File: src/rtl/control_word_sequencer_if.sv
`default_nettype none
// ============================================================================
// Module      : control_word_sequencer_if
// Description : Completed-write bus from the bus control logic into the
//               command-word sequencer (request level, address bit, data).
// Revision    : 1.0 - initial release
// ============================================================================
interface control_word_sequencer_if;
    logic       wr_req;   // high while a chip-selected write is active
    logic       a0;       // address bit of the write
    logic [7:0] din;      // write data from the data bus buffer

    // Bus control logic side
    modport master (output wr_req, output a0, output din);
    // Sequencer side
    modport slave  (input wr_req, input a0, input din);
endinterface
`default_nettype wire

File: src/rtl/control_word_sequencer.sv
`default_nettype none
// ============================================================================
// Module      : control_word_sequencer
// Description : Runs the 8259A ICW1..ICW4 initialization sequence from
//               committed bus writes, then decodes OCW1/OCW2/OCW3. Holds all
//               command-word state and emits one-cycle command pulses.
// Revision    : 1.0 - initial release
// ============================================================================
module control_word_sequencer #(
    parameter logic [7:0] IMR_INIT    = 8'h00,
    parameter logic [4:0] VECTOR_INIT = 5'h00
) (
    input  logic                          clk,
    input  logic                          reset_bar,
    control_word_sequencer_if.slave       bus,
    output logic                          init_done,
    output logic                          icw1_pulse,
    output logic                          ltim,
    output logic                          sngl,
    output logic                          ic4,
    output logic [4:0]                    vector_base,
    output logic [7:0]                    cascade_cfg,
    output logic                          upm,
    output logic                          aeoi,
    output logic                          ms,
    output logic                          buf_mode,
    output logic                          sfnm,
    output logic [7:0]                    imr,
    output logic                          ocw2_pulse,
    output logic [2:0]                    ocw2_cmd,
    output logic [2:0]                    ocw2_level,
    output logic                          special_mask,
    output logic                          read_isr,
    output logic                          poll_pulse
);

    localparam logic [2:0] c_ST_UNINIT    = 3'd0;
    localparam logic [2:0] c_ST_WAIT_ICW2 = 3'd1;
    localparam logic [2:0] c_ST_WAIT_ICW3 = 3'd2;
    localparam logic [2:0] c_ST_WAIT_ICW4 = 3'd3;
    localparam logic [2:0] c_ST_READY     = 3'd4;

    logic [2:0] r_state;
    logic       r_wr_req_q;
    logic       r_a0_q;
    logic [7:0] r_din_q;

    logic w_commit;
    logic w_is_icw1;
    logic w_is_ocw2;
    logic w_is_ocw3;

    // A write takes effect when the request level falls; the last captured
    // address/data while the request was high is what gets decoded.
    assign w_commit  = r_wr_req_q & ~bus.wr_req;
    assign w_is_icw1 = ~r_a0_q &  r_din_q[4];
    assign w_is_ocw2 = ~r_a0_q & ~r_din_q[4] & ~r_din_q[3];
    assign w_is_ocw3 = ~r_a0_q & ~r_din_q[4] &  r_din_q[3];

    // Capture the write in flight and delay the request for edge detection
    always_ff @(posedge clk or negedge reset_bar) begin
        if (!reset_bar) begin
            r_wr_req_q <= 1'b0;
            r_a0_q     <= 1'b0;
            r_din_q    <= 8'h00;
        end else begin
            r_wr_req_q <= bus.wr_req;
            if (bus.wr_req) begin
                r_a0_q  <= bus.a0;
                r_din_q <= bus.din;
            end
        end
    end

    // Initialization sequencer and command-word register file
    always_ff @(posedge clk or negedge reset_bar) begin
        if (!reset_bar) begin
            r_state      <= c_ST_UNINIT;
            init_done    <= 1'b0;
            icw1_pulse   <= 1'b0;
            ltim         <= 1'b0;
            sngl         <= 1'b0;
            ic4          <= 1'b0;
            vector_base  <= VECTOR_INIT;
            cascade_cfg  <= 8'h00;
            upm          <= 1'b0;
            aeoi         <= 1'b0;
            ms           <= 1'b0;
            buf_mode     <= 1'b0;
            sfnm         <= 1'b0;
            imr          <= IMR_INIT;
            ocw2_pulse   <= 1'b0;
            ocw2_cmd     <= 3'b000;
            ocw2_level   <= 3'b000;
            special_mask <= 1'b0;
            read_isr     <= 1'b0;
            poll_pulse   <= 1'b0;
        end else begin
            icw1_pulse <= 1'b0;
            ocw2_pulse <= 1'b0;
            poll_pulse <= 1'b0;

            if (w_commit) begin
                if (w_is_icw1) begin
                    // ICW1 restarts initialization from any state
                    ltim         <= r_din_q[3];
                    sngl         <= r_din_q[1];
                    ic4          <= r_din_q[0];
                    imr          <= IMR_INIT;
                    upm          <= 1'b0;
                    aeoi         <= 1'b0;
                    ms           <= 1'b0;
                    buf_mode     <= 1'b0;
                    sfnm         <= 1'b0;
                    special_mask <= 1'b0;
                    read_isr     <= 1'b0;
                    init_done    <= 1'b0;
                    icw1_pulse   <= 1'b1;
                    r_state      <= c_ST_WAIT_ICW2;
                end else begin
                    case (r_state)
                        c_ST_UNINIT: begin
                            // Nothing but ICW1 is meaningful before init
                        end
                        c_ST_WAIT_ICW2: begin
                            if (r_a0_q) begin
                                vector_base <= r_din_q[7:3];
                                if (!sngl) begin
                                    r_state <= c_ST_WAIT_ICW3;
                                end else if (ic4) begin
                                    r_state <= c_ST_WAIT_ICW4;
                                end else begin
                                    r_state   <= c_ST_READY;
                                    init_done <= 1'b1;
                                end
                            end
                        end
                        c_ST_WAIT_ICW3: begin
                            if (r_a0_q) begin
                                cascade_cfg <= r_din_q;
                                if (ic4) begin
                                    r_state <= c_ST_WAIT_ICW4;
                                end else begin
                                    r_state   <= c_ST_READY;
                                    init_done <= 1'b1;
                                end
                            end
                        end
                        c_ST_WAIT_ICW4: begin
                            if (r_a0_q) begin
                                sfnm      <= r_din_q[4];
                                buf_mode  <= r_din_q[3];
                                ms        <= r_din_q[2];
                                aeoi      <= r_din_q[1];
                                upm       <= r_din_q[0];
                                r_state   <= c_ST_READY;
                                init_done <= 1'b1;
                            end
                        end
                        c_ST_READY: begin
                            if (r_a0_q) begin
                                imr <= r_din_q;
                            end else if (w_is_ocw2) begin
                                ocw2_pulse <= 1'b1;
                                ocw2_cmd   <= r_din_q[7:5];
                                ocw2_level <= r_din_q[2:0];
                            end else if (w_is_ocw3) begin
                                // ESMM/RR gate their flag updates; P is a pulse
                                if (r_din_q[6]) begin
                                    special_mask <= r_din_q[5];
                                end
                                if (r_din_q[1]) begin
                                    read_isr <= r_din_q[0];
                                end
                                poll_pulse <= r_din_q[2];
                            end
                        end
                        default: begin
                            r_state   <= c_ST_UNINIT;
                            init_done <= 1'b0;
                        end
                    endcase
                end
            end
        end
    end

endmodule
`default_nettype wire

File: src/flat_wrapper.sv
// flat-port wrapper written by rule: the top's interface ports become plain ports
module control_word_sequencer_flat 
#(
    parameter logic [7:0] IMR_INIT    = 8'h00,
    parameter logic [4:0] VECTOR_INIT = 5'h00
)
  (clk, reset_bar, init_done, icw1_pulse, ltim, sngl, ic4, vector_base, cascade_cfg, upm, aeoi, ms, buf_mode, sfnm, imr, ocw2_pulse, ocw2_cmd, ocw2_level, special_mask, read_isr, poll_pulse, bus_wr_req, bus_a0, bus_din);
  control_word_sequencer_if bus_i ();
  input  logic clk;
  input  logic reset_bar;
  output logic init_done;
  output logic icw1_pulse;
  output logic ltim;
  output logic sngl;
  output logic ic4;
  output logic [4:0] vector_base;
  output logic [7:0] cascade_cfg;
  output logic upm;
  output logic aeoi;
  output logic ms;
  output logic buf_mode;
  output logic sfnm;
  output logic [7:0] imr;
  output logic ocw2_pulse;
  output logic [2:0] ocw2_cmd;
  output logic [2:0] ocw2_level;
  output logic special_mask;
  output logic read_isr;
  output logic poll_pulse;
  input wire logic [$bits(bus_i.wr_req)-1:0] bus_wr_req;
  input wire logic [$bits(bus_i.a0)-1:0] bus_a0;
  input wire logic [$bits(bus_i.din)-1:0] bus_din;
  assign bus_i.wr_req = bus_wr_req;
  assign bus_i.a0 = bus_a0;
  assign bus_i.din = bus_din;
  control_word_sequencer #(.IMR_INIT(IMR_INIT), .VECTOR_INIT(VECTOR_INIT)) u_core (.clk(clk), .reset_bar(reset_bar), .bus(bus_i), .init_done(init_done), .icw1_pulse(icw1_pulse), .ltim(ltim), .sngl(sngl), .ic4(ic4), .vector_base(vector_base), .cascade_cfg(cascade_cfg), .upm(upm), .aeoi(aeoi), .ms(ms), .buf_mode(buf_mode), .sfnm(sfnm), .imr(imr), .ocw2_pulse(ocw2_pulse), .ocw2_cmd(ocw2_cmd), .ocw2_level(ocw2_level), .special_mask(special_mask), .read_isr(read_isr), .poll_pulse(poll_pulse));
endmodule
File: config.mk
export PLATFORM = sky130hd
export DESIGN_NAME = control_word_sequencer_flat
export DESIGN_NICKNAME = d
export VERILOG_FILES = /design/src/rtl/control_word_sequencer_if.sv /design/src/rtl/control_word_sequencer.sv /design/src/flat_wrapper.sv
export SDC_FILE = /design/constraint.sdc
export NUM_CORES = 1
export LEC_CHECK = 0
export ABC_CLOCK_PERIOD_IN_PS = 2840
export BUFFER_PORTS_ARGS = -buffer_cell sky130_fd_sc_hd__buf_2
export CORE_ASPECT_RATIO = 1.25
export CORE_MARGIN = 3
export CORE_UTILIZATION = 59
export CTS_BUF_LIST = sky130_fd_sc_hd__clkbuf_4 sky130_fd_sc_hd__clkbuf_8
export CTS_CLUSTER_SIZE = 14
export DETAILED_ROUTE_END_ITERATION = 10
export GPL_ROUTABILITY_DRIVEN = 0
export GPL_TIMING_DRIVEN = 1
export PLACE_DENSITY_LB_ADDON = 0.05
export SYNTH_ARGS = -nofsm -noshare
export SYNTH_HDL_FRONTEND = slang
export SYNTH_SLANG_ARGS = --single-unit
File: constraint.sdc
create_clock -name clk -period 2.84 [get_ports clk]
set_clock_uncertainty 0.05 [all_clocks]
set_input_delay 0.852 -clock clk [delete_from_list [all_inputs] [get_ports clk]]
set_output_delay 0.852 -clock clk [all_outputs]
set_load 0.01 [all_outputs]
* Word level (Yosys, flattened, before mapping)
Index checks and enable logic that the tools add are counted. Widths: inputs -> output; s select.
Word-level totals: word-level logic and storage cells 119, input bits 12, register bits after elaboration 54, output and inout bits 41
Cells by class: equal/unequal tests 11, reductions and logical operators 18, multiplexer cells 57, bitwise gates (word level) 10
Operators with widths (number):
- $mux 1 | 46
- $mux 8 | 3
- $mux 3 | 6
- $reduce_and 6->1 | 3
- $ne 3x1->1 const B | 4
- $pmux 3 s4 | 1
- $reduce_bool 2->1 | 6
- $reduce_and 5->1 | 2
- $reduce_and 4->1 | 2
- $eq 3x2->1 const B | 2
- $reduce_and 3->1 | 2
- $and 1x1->1 | 5
- $not 1->1 | 5
- $ne 2x1->1 const B | 2
- $pmux 1 s4 | 1
- $eq 3x1->1 const B | 1
- $eq 3x3->1 const B | 1
- $logic_not 3->1 | 1
- $ne 2x2->1 const B | 1
- $reduce_and 2->1 | 1
- $reduce_or 2->1 | 1

* Longest topological paths before layout
Gate-level depths: netlist of the first run.
depth after elaboration 9, mapped depth 6, depth with buffers taken out 5

* Least setup slack after synthesis of the first run
No wires, ideal clock.
path type input -> register, from input port bus_wr_req, to register u_core.ocw2_cmd[0], required time 2.665 ns, setup time 0.125 ns, arrival time 2.022 ns, stages on the path 5, slack 0.643 ns, path buffers 1, cells stage by stage and2b_1 -> nand2_1 -> or4_1 -> buf_6 -> mux2_4
Between the ends: word-level cells in the longest chain between the ends 3
Ends and longest elaborated chain:
- start, declared | line flat_wrapper.sv:30 | input wire logic [$bits(bus_i.wr_req)-1:0] bus_wr_req;
- $not 1->1 | line control_word_sequencer.sv:55 | assign w_commit = r_wr_req_q & ~bus.wr_req;
- $and 1x1->1 | line control_word_sequencer.sv:55
- $reduce_and 5->1 (no source line)
- end signal, assigned | line control_word_sequencer.sv:165 | ocw2_cmd <= r_din_q[7:5];
- end, declared | line control_word_sequencer.sv:30 | output logic [2:0] ocw2_cmd,
Every way passes these cells. A chain may end at the register's enable or synchronous reset.

* Worst setup path in the final report of the first run
Ends and elaborated chain as after synthesis.

==> impl_metrics.json, run 1 <==
{
  "status": "complete, no violations",
  "synth_edf_count": 0,
  "rr_worst_depth": 4,
  "grt_pass1_wl_um": 7830,
  "async_flop_share": 1.00,
  "ys_types": 33,
  "synth.avg_cell_area_um2": 12.2,
  "cp_cell_sequence": "buf_2 -> and2b_1 -> nand2_1 -> or4_1 -> mux2_4",
  "tightest_slew_ps": 640,
  "p_int_mw": 1.54,
  "slowest_stage": "or4_1",
  "syn-cell-area_um2": 2280,
  "numClockSinks": 54,
  "tns_ps": 0,
  "dieArea_um2": 4640,
  "clockPowerShare": 0.228,
  "postCtsHoldBufs": 0,
  "rrSetupSlack_ps": 650,
  "netlist_top_cells_area": "dfrtp_1 (59%), mux2_2 (11%), nand2_1 (5.4%), mux2_4 (4.0%), o21ai_0 (3.5%)",
  "dp_hpwl_um": 3350,
  "rows": 24,
  "max_freq_ghz": 0.455,
  "max_slew_margin": 0.573,
  "p_seq_frac": 0.500,
  "r2r-end": "u_core.ocw2_cmd[0]",
  "drtIter0Drc": 85,
  "drive_above_1_share": 0.392,
  "rsz0062_at_grt": "no",
  "drt-total-wl_um": 4750,
  "first_pass_iters": 4,
  "netlist_instances": 187,
  "finalSetupViolations": 0,
  "rr_startpoint": "u_core.r_state[2]",
  "min_period_over_period": 0.773,
  "cts_max_path_buffers": 2,
  "cts_buffers": 5,
  "drc_errors": 0,
  "p_leak_nw": 1.43,
  "gr-total-overflow": 0,
  "min_period_ps": 2200,
  "start_util": 0.632,
  "antenna_found_initial": 0,
  "wire_per_inst_um": 17.0,
  "insertion_delay_ps": 310,
  "vias_per_cell": 5.88,
  "timing.critical_path.from": "bus_wr_req",
  "hp-class": "reg2reg",
  "synth-main-ff-cell": "dfrtp_1",
  "grt_pass1_vias": 1585,
  "end_kind": "flip-flop",
  "critPathMaxFanout": 7,
  "endpoint": "u_core.ocw2_cmd[0]",
  "critPathKind": "in2reg",
  "h-tree-depth": 2,
  "die_y_um": 75.4,
  "antenna_cells": 0,
  "sw_frac_of_total": 0.324,
  "cts_resized": 0,
  "netlist.area_leader.share": 0.594,
  "ios": 53,
  "cts_setup_buffers": 0,
  "yosys.area.top_type": "dfrtp_1",
  "power_frac_comb": 0.272,
  "cp_data_required_time_ps": 2990,
  "max_stage_delay_ps": 630,
  "ir_drop_mv": 0.514,
  "maxCapViolations": 0,
  "final_max_slew_viol_count": 0,
  "cts_tree": "yes",
  "die_x_um": 61.6,
  "hold_viol_final": 0,
  "io_buffers": 52,
  "clockRootBuffer": "clkbuf_8",
  "ys_seq_area_frac": 0.594,
  "grt_usage": 0.230,
  "core-area_um2": 3600,
  "postSynthNetCount": 199,
  "worstPathArrival_ps": 2350,
  "vias": 1640,
  "grt_max_degree": 55,
  "areaGrowthSynthToFinish_pct": 17.2,
  "ant_nets": 0,
  "yosysWarnings": 0,
  "powerDensity_nw_per_um2": 854,
  "cts.reportedPaths.clkPinSlew_ps": 100,
  "fin_nets": 251,
  "start_kind": "input port",
  "ys_seq_elements": 54,
  "total_power_mw": 2.28,
  "p_switching_mw": 0.738
}
## worst max-delay path, delay by kind of cell
kind	cells	cell delay (ps)
AND/OR/NAND/NOR	3	1010
buffers and inverters	1	110
multiplexers	1	370
## cells by family after synthesis
family          Yosys count  synth area share
compound gates           31            0.0874
buf+inv                  14            0.0297
flops                    54             0.594
mux                      30             0.157
simple gates             58             0.132
## per-stage QoR
stage                      util  cell area (um2)  hold WS (ps)  std cells  setup WS, ps
after floorplan               -             2280           464        187           643
after global placement    0.709             2550           406        271           378
after detailed placement  0.709             2550           409        271           337
after CTS                 0.740             2670           440        279           660
after global routing      0.740             2670           472        279           560
final                     0.740             2670           430        279           644
## cells in the final DEF, fill, tap and decap left out
| cell | count |
|---|---|
| mux2i_1 | 2 |
| buf_2 | 52 |
| nor4bb_1 | 2 |
| dfrtp_1 | 54 |
| clkbuf_8 | 5 |
| nand2b_1 | 3 |
| o2111ai_1 | 2 |
| a21oi_1 | 3 |
| o21a_1 | 1 |
| a32o_1 | 1 |
| nand3b_1 | 1 |
| a22oi_1 | 1 |
| and3_1 | 1 |
| o22a_1 | 1 |
| mux2_4 | 6 |
| a22o_1 | 3 |
| inv_1 | 4 |
| o2bb2ai_1 | 1 |
| a31oi_1 | 1 |
| o221a_2 | 1 |
| nand2_1 | 33 |
| mux2_2 | 22 |
| clkinv_2 | 1 |
| nor3b_4 | 1 |
| bufinv_16 | 1 |
| or4_1 | 1 |
| and4bb_2 | 1 |
| and2b_1 | 1 |
| nor2_1 | 2 |
| nor4_1 | 1 |
| nand3_1 | 2 |
| buf_4 | 3 |
| inv_6 | 1 |
| nor3b_1 | 1 |
| o21ai_0 | 16 |
| nor3_1 | 3 |
| nor2b_1 | 5 |
## final cells by class
cell class,count,area [um2]
clock inverters,3,43.8
well taps,39,48.8
fillers,254,936
repair buffers,55,283
clock buffers,5,68.8
multi-input cells,119,857
inverters,4,15.0
flip-flops and latches,54,1350
## state kept, by name (all words and copies together) (netlist names), 3 cells and up
register / flops
u_core.cascade_cfg: 8
u_core.imr: 8
u_core.ocw2_cmd: 3
u_core.ocw2_level: 3
u_core.r_din_q: 8
u_core.r_state: 3
u_core.vector_base: 5
## metal layers
metal | up-vias | wire length, um | global-route usage
met1 | 808 | 1980 | 0.300
met4 | 0 | 63 | 0.0660
met3 | 8 | 322 | 0.0559
li1 | 763 | - | -
met5 | - | 0 | 0
met2 | 61 | 2390 | 0.381
## how the worst min path moves through the flow
stage | start | to | slack (ps) | cells past startpoint
2_1_floorplan | u_core.ltim | u_core.ltim | 460 | 2
3_3_place_gp | u_core.imr[0] | u_core.imr[0] | 410 | 2
3_5_place_dp | u_core.ltim | u_core.ltim | 410 | 2
4_1_cts | u_core.imr[0] | u_core.imr[0] | 440 | 2
5_1_grt | u_core.imr[2] | u_core.imr[2] | 470 | 2
6_report | u_core.imr[2] | u_core.imr[2] | 430 | 2
## power by group through the flow
stage / sequential, mW / combinational (mW) / clock (mW)
global route: 1.17 / 0.693 / 0.553
global placement: 1.13 / 0.603 / 0
floorplan: 1.17 / 0.343 / 0
detailed placement: 1.15 / 0.628 / 0
CTS: 1.14 / 0.630 / 0.527
finish: 1.14 / 0.620 / 0.519
## cell usage after synthesis (2+ instances only)
library cell,count
clkbuf_1,8
nand2_1,33
nor2b_1,5
buf_6,2
dfrtp_1,54
mux2_2,22
mux2i_1,2
nor4bb_1,2
mux2_4,6
a21oi_1,3
nor2_1,2
o21ai_0,16
nand2b_1,3
nor3_1,3
a22o_1,3
inv_1,4
o2111ai_1,2
nand3_1,2
(Power assumes the default switching activity.)
==> run 2: changes to the inputs <==
- ABC_CLOCK_PERIOD_IN_PS: 2840 -> 2000
- CORE_UTILIZATION: 59 -> 50
- clock period: 2.84 -> 2 ns (I/O delays scaled with it)
==> run 2 against run 1 <==
Against the previous run:
- sequential share of layout area fell by 1.9 points
- critical path depth did not move
- hold slack got worse by 210 ps
- cell count rose by 9.3%
- critical path type is now reg2reg
- critical endpoint is now u_core.ocw2_cmd[2]
==> impl_metrics.json, run 2 (synthesis results as in run 1) <==
{
  "status": "complete, no violations",
  "powerDensity_nw_per_um2": 1170,
  "cts_buffers": 5,
  "grt_pass1_vias": 1653,
  "drtIter0Drc": 80,
  "start_util": 0.538,
  "ios": 53,
  "max_freq_ghz": 0.564,
  "start_kind": "flip-flop",
  "dp_hpwl_um": 3420,
  "maxCapViolations": 0,
  "postLayoutSetupSlackWorst_ps": 228,
  "final_max_slew_viol_count": 0,
  "die_y_um": 81.4,
  "finalSetupViolations": 0,
  "grt_usage": 0.195,
  "gr-total-overflow": 0,
  "hp-class": "in2async",
  "multi_input_area_um2": 857,
  "critPathKind": "reg2reg",
  "finalCoreUtilization": 0.655,
  "ant_nets": 0,
  "wire_per_inst_um": 15.5,
  "drive_above_1_share": 0.414,
  "cp_data_required_time_ps": 2150,
  "grt_max_degree": 55,
  "postCtsHoldBufs": 0,
  "h-tree-depth": 2,
  "tightest_slew_ps": 437,
  "biggestRegsByFlops": "u_core.cascade_cfg x8, u_core.imr x8, u_core.r_din_q x8",
  "ir_drop_mv": 0.754,
  "cts_setup_buffers": 0,
  "cts_tree": "yes",
  "mostFrequentLayoutCells": "dfrtp_1 (54), buf_2 (52), nand2_1 (33), mux2_2 (22), o21ai_0 (16)",
  "drt-total-wl_um": 4720,
  "numClockSinks": 54,
  "dieArea_um2": 5400,
  "vias": 1617,
  "fillCellCount": 360,
  "max_slew_margin": 0.706,
  "min_period_over_period": 0.886,
  "p_leak_nw": 1.48,
  "dp_slack_ps": -37.3,
  "cts_resized": 0,
  "insertion_delay_ps": 300,
  "hold_viol_final": 0,
  "antenna_found_initial": 0,
  "antenna_cells": 0,
  "min_period_ps": 1770,
  "core-area_um2": 4230,
  "areaGrowthSynthToFinish_pct": 21.8,
  "worstPathArrival_ps": 1920,
  "rsz0062_at_grt": "no",
  "die_x_um": 66.3,
  "cts_max_path_buffers": 2,
  "layout_commonest_cell": "dfrtp_1",
  "total_power_mw": 3.25,
  "first_pass_iters": 4,
  "fin_nets": 261,
  "critPathMaxFanout": 7,
  "drc_errors": 0,
  "cts.reportedPaths.clkPinSlew_ps": 90,
  "register_area_um2": 1350,
  "vias_per_cell": 5.30,
  "grt_pass1_wl_um": 8010,
  "rows": 26,
  "clockRootBuffer": "clkbuf_8",
  "end_kind": "flip-flop",
  "io_buffers": 52
}
-- run 2: changes by cell type in the layout (fill, tap and decap cells not counted) --
cell and change:
buf_12 +1, buf_4 +9, clkinv_4 +1, inv_6 -1
clkinv_2 -1
-- run 2: worst paths after layout --
kind | startpoint | to | slack, ps | cells after the start
max | u_core.r_state[0] | u_core.ocw2_cmd[2] | 230 | 5
min in group clk | u_core.imr[7] | u_core.imr[7] | 430 | 2
min | reset_bar | u_core.ocw2_pulse | 220 | 2
max reg2reg | u_core.r_state[0] | u_core.ocw2_cmd[2] | 230 | 5
max in group asynchronous | reset_bar | u_core.ic4 | 1440 | 2
min reg2reg | u_core.imr[7] | u_core.imr[7] | 430 | 2
-- run 2: layout make-up --
type,count,area share
Sequential cell,54,0.488
Multi-Input combinational cell,119,0.309
Timing Repair Buffer,65,0.134
Tap cell,56,0.0253
Clock buffer,5,0.0248
Clock inverter,2,0.0140
Inverter,4,0.00542
-- run 2: through the flow --
step                instances  TNS [ps]  hold WS, ps  instance area (um2)
floorplan                 187         0          254                 2280
global placement          298      -135          406                 2660
detailed placement        298      -446          415                 2660
CTS                       305         0          231                 2770
global route              305         0          238                 2770
finish                    305         0          216                 2770
-- run 2: worst max-delay path, stage by stage, from the launching register on --
cell and delay, ps:
dfrtp_1 420, nor3b_4 230, nand2_1 90, or4_1 390, buf_4 190, mux2_4 300
-- run 2: per-layer routing --
layer / vias to the layer above / wire length, um / track usage
met4: 0 / 43 / 0.0671
met5: - / 0 / 0
li1: 777 / - / -
met2: 44 / 2340 / 0.331
met1: 790 / 2100 / 0.258
met3: 6 / 226 / 0.0274
-- run 2: power breakdown --
group	total [mW]	internal, mW	switching, mW
Combinational	1.00	0.503	0.500
Clock	0.701	0.368	0.333
Sequential	1.55	1.36	0.186
==> run 3: changes to the inputs <==
- CORE_ASPECT_RATIO: 1.25 -> unset
- CORE_MARGIN: 3 -> unset
==> run 3 against run 2 <==
Against the previous run:
- sequential cell count stayed put
- hold slack worse by 2.8 ps
- sequential share of layout area is 0.26 points lower
- combinational power hardly changed
- setup slack worse by 7.2 ps
- cell count is 1.6% lower
- power is 4.9% higher
- clock power is 24% higher
- register-to-register slack hardly changed
- via count is 0.43% higher
- critical endpoint is now u_core.ocw2_level[0]
- largest power group unchanged
- highest routed layer unchanged
==> impl_metrics.json, run 3 (synthesis results as in run 1) <==
{
  "status": "complete, no violations",
  "core-area_um2": 4350,
  "powerDensity_nw_per_um2": 1220,
  "max_slew_margin": 0.686,
  "antenna_found_initial": 0,
  "cts_max_path_buffers": 2,
  "grt_usage": 0.213,
  "vias": 1624,
  "cts_buffers": 5,
  "drt-total-wl_um": 4680,
  "biggestRegsByFlops": "u_core.cascade_cfg x8, u_core.imr x8, u_core.r_din_q x8",
  "min_period_over_period": 0.890,
  "clockRootBuffer": "clkbuf_8",
  "cp_cell_sequence": "nor3b_4 -> nand2_1 -> or4_1 -> buf_4 -> mux2_4",
  "areaGrowthSynthToFinish_pct": 22.4,
  "grt_pass1_vias": 1561,
  "ir_drop_mv": 0.622,
  "h-tree-depth": 2,
  "rrSetupSlack_ps": 220,
  "die_y_um": 69.5,
  "antenna_cells": 0,
  "critPathKind": "reg2reg",
  "grt_pass1_wl_um": 7880,
  "cp_data_required_time_ps": 2150,
  "layout_commonest_cell": "dfrtp_1",
  "max_freq_ghz": 0.562,
  "dp_slack_ps": -68.6,
  "rsz0062_at_grt": "no",
  "die_x_um": 69.5,
  "cts_resized": 0,
  "insertion_delay_ps": 300,
  "worstPathArrival_ps": 1930,
  "maxCapViolations": 0,
  "fillCellCount": 357,
  "crit_family": "simple AND/OR/NAND/NOR gates",
  "mostFrequentLayoutCells": "dfrtp_1 (54), buf_2 (52), nand2_1 (33), mux2_2 (22), o21ai_0 (16)",
  "ant_nets": 0,
  "register_area_um2": 1350,
  "drive_above_1_share": 0.411,
  "p_leak_nw": 1.49,
  "final_max_slew_viol_count": 0,
  "tns_ps": 0,
  "rows": 24,
  "postCtsHoldBufs": 0,
  "numClockSinks": 54,
  "max_stage_delay_ps": 420,
  "postLayoutSetupSlackWorst_ps": 221,
  "io_buffers": 52,
  "wire_per_inst_um": 15.6,
  "gr-total-overflow": 0,
  "cts.reportedPaths.clkPinSlew_ps": 90,
  "grt_max_degree": 55,
  "fin_nets": 259,
  "cts_setup_buffers": 0,
  "finalSetupViolations": 0,
  "first_pass_iters": 4,
  "crit_buf_inv": 1,
  "drc_errors": 0,
  "vias_per_cell": 5.41,
  "min_period_ps": 1780,
  "slowest_stage": "dfrtp_1",
  "start_util": 0.523,
  "drtIter0Drc": 102,
  "dieArea_um2": 4830,
  "cts_tree": "yes",
  "hp-class": "in2async",
  "end_kind": "flip-flop",
  "multi_input_area_um2": 857,
  "tightest_slew_ps": 465,
  "hold_viol_final": 0,
  "critPathMaxFanout": 7,
  "start_kind": "flip-flop",
  "dp_hpwl_um": 3320,
  "ios": 53
}
## run 3: where the power goes
group          switching [mW]  internal [mW]  total [mW]  leakage, nW
Sequential              0.189           1.36        1.55        0.701
Clock                   0.337          0.533       0.870       0.0714
Combinational           0.488          0.500       0.988        0.716
## run 3: layer usage
layer | vias to the layer above | wire, um | track usage
met2 | 55 | 2190 | 0.325
met3 | 5 | 236 | 0.0523
met5 | - | 0 | 0
li1 | 770 | - | -
met1 | 794 | 2170 | 0.298
met4 | 0 | 69 | 0.0748
## run 3: final cells by class
class / instances / area share
sequential: 54 / 0.485
timing repair buffer: 63 / 0.128
inverter: 4 / 0.00539
clock buffer: 6 / 0.0296
tap: 52 / 0.0233
clock inverter: 2 / 0.0216
multi-input combinational: 119 / 0.308
## run 3: worst register-to-register path: stages, from the launching register on
cell and delay [ps]:
dfrtp_1 420, nor3b_4 230, nand2_1 90, or4_1 400
buf_4 190, mux2_4 300
## run 3: per-stage QoR
stage / cell area (um2) / std cells / power [mW] / hold WS, ps / utilization
2_1_floorplan: 2280 / 187 / 2.14 / 254 / -
4_1_cts: 2790 / 300 / 3.45 / 221 / 0.640
5_1_grt: 2790 / 300 / 3.61 / 232 / 0.640
6_report: 2790 / 300 / 3.41 / 214 / 0.640
3_3_place_gp: 2640 / 292 / 2.53 / 405 / 0.607
3_5_place_dp: 2640 / 292 / 2.57 / 416 / 0.607
## run 3: final timing paths
path	start	to	cells past startpoint
min	reset_bar	u_core.ocw2_pulse	2
min reg2reg	u_core.imr[1]	u_core.imr[1]	2
max	u_core.r_state[0]	u_core.ocw2_level[0]	5
max in group asynchronous	reset_bar	u_core.ic4	2
min in group clk	u_core.imr[1]	u_core.imr[1]	2
max reg2reg	u_core.r_state[0]	u_core.ocw2_level[0]	5
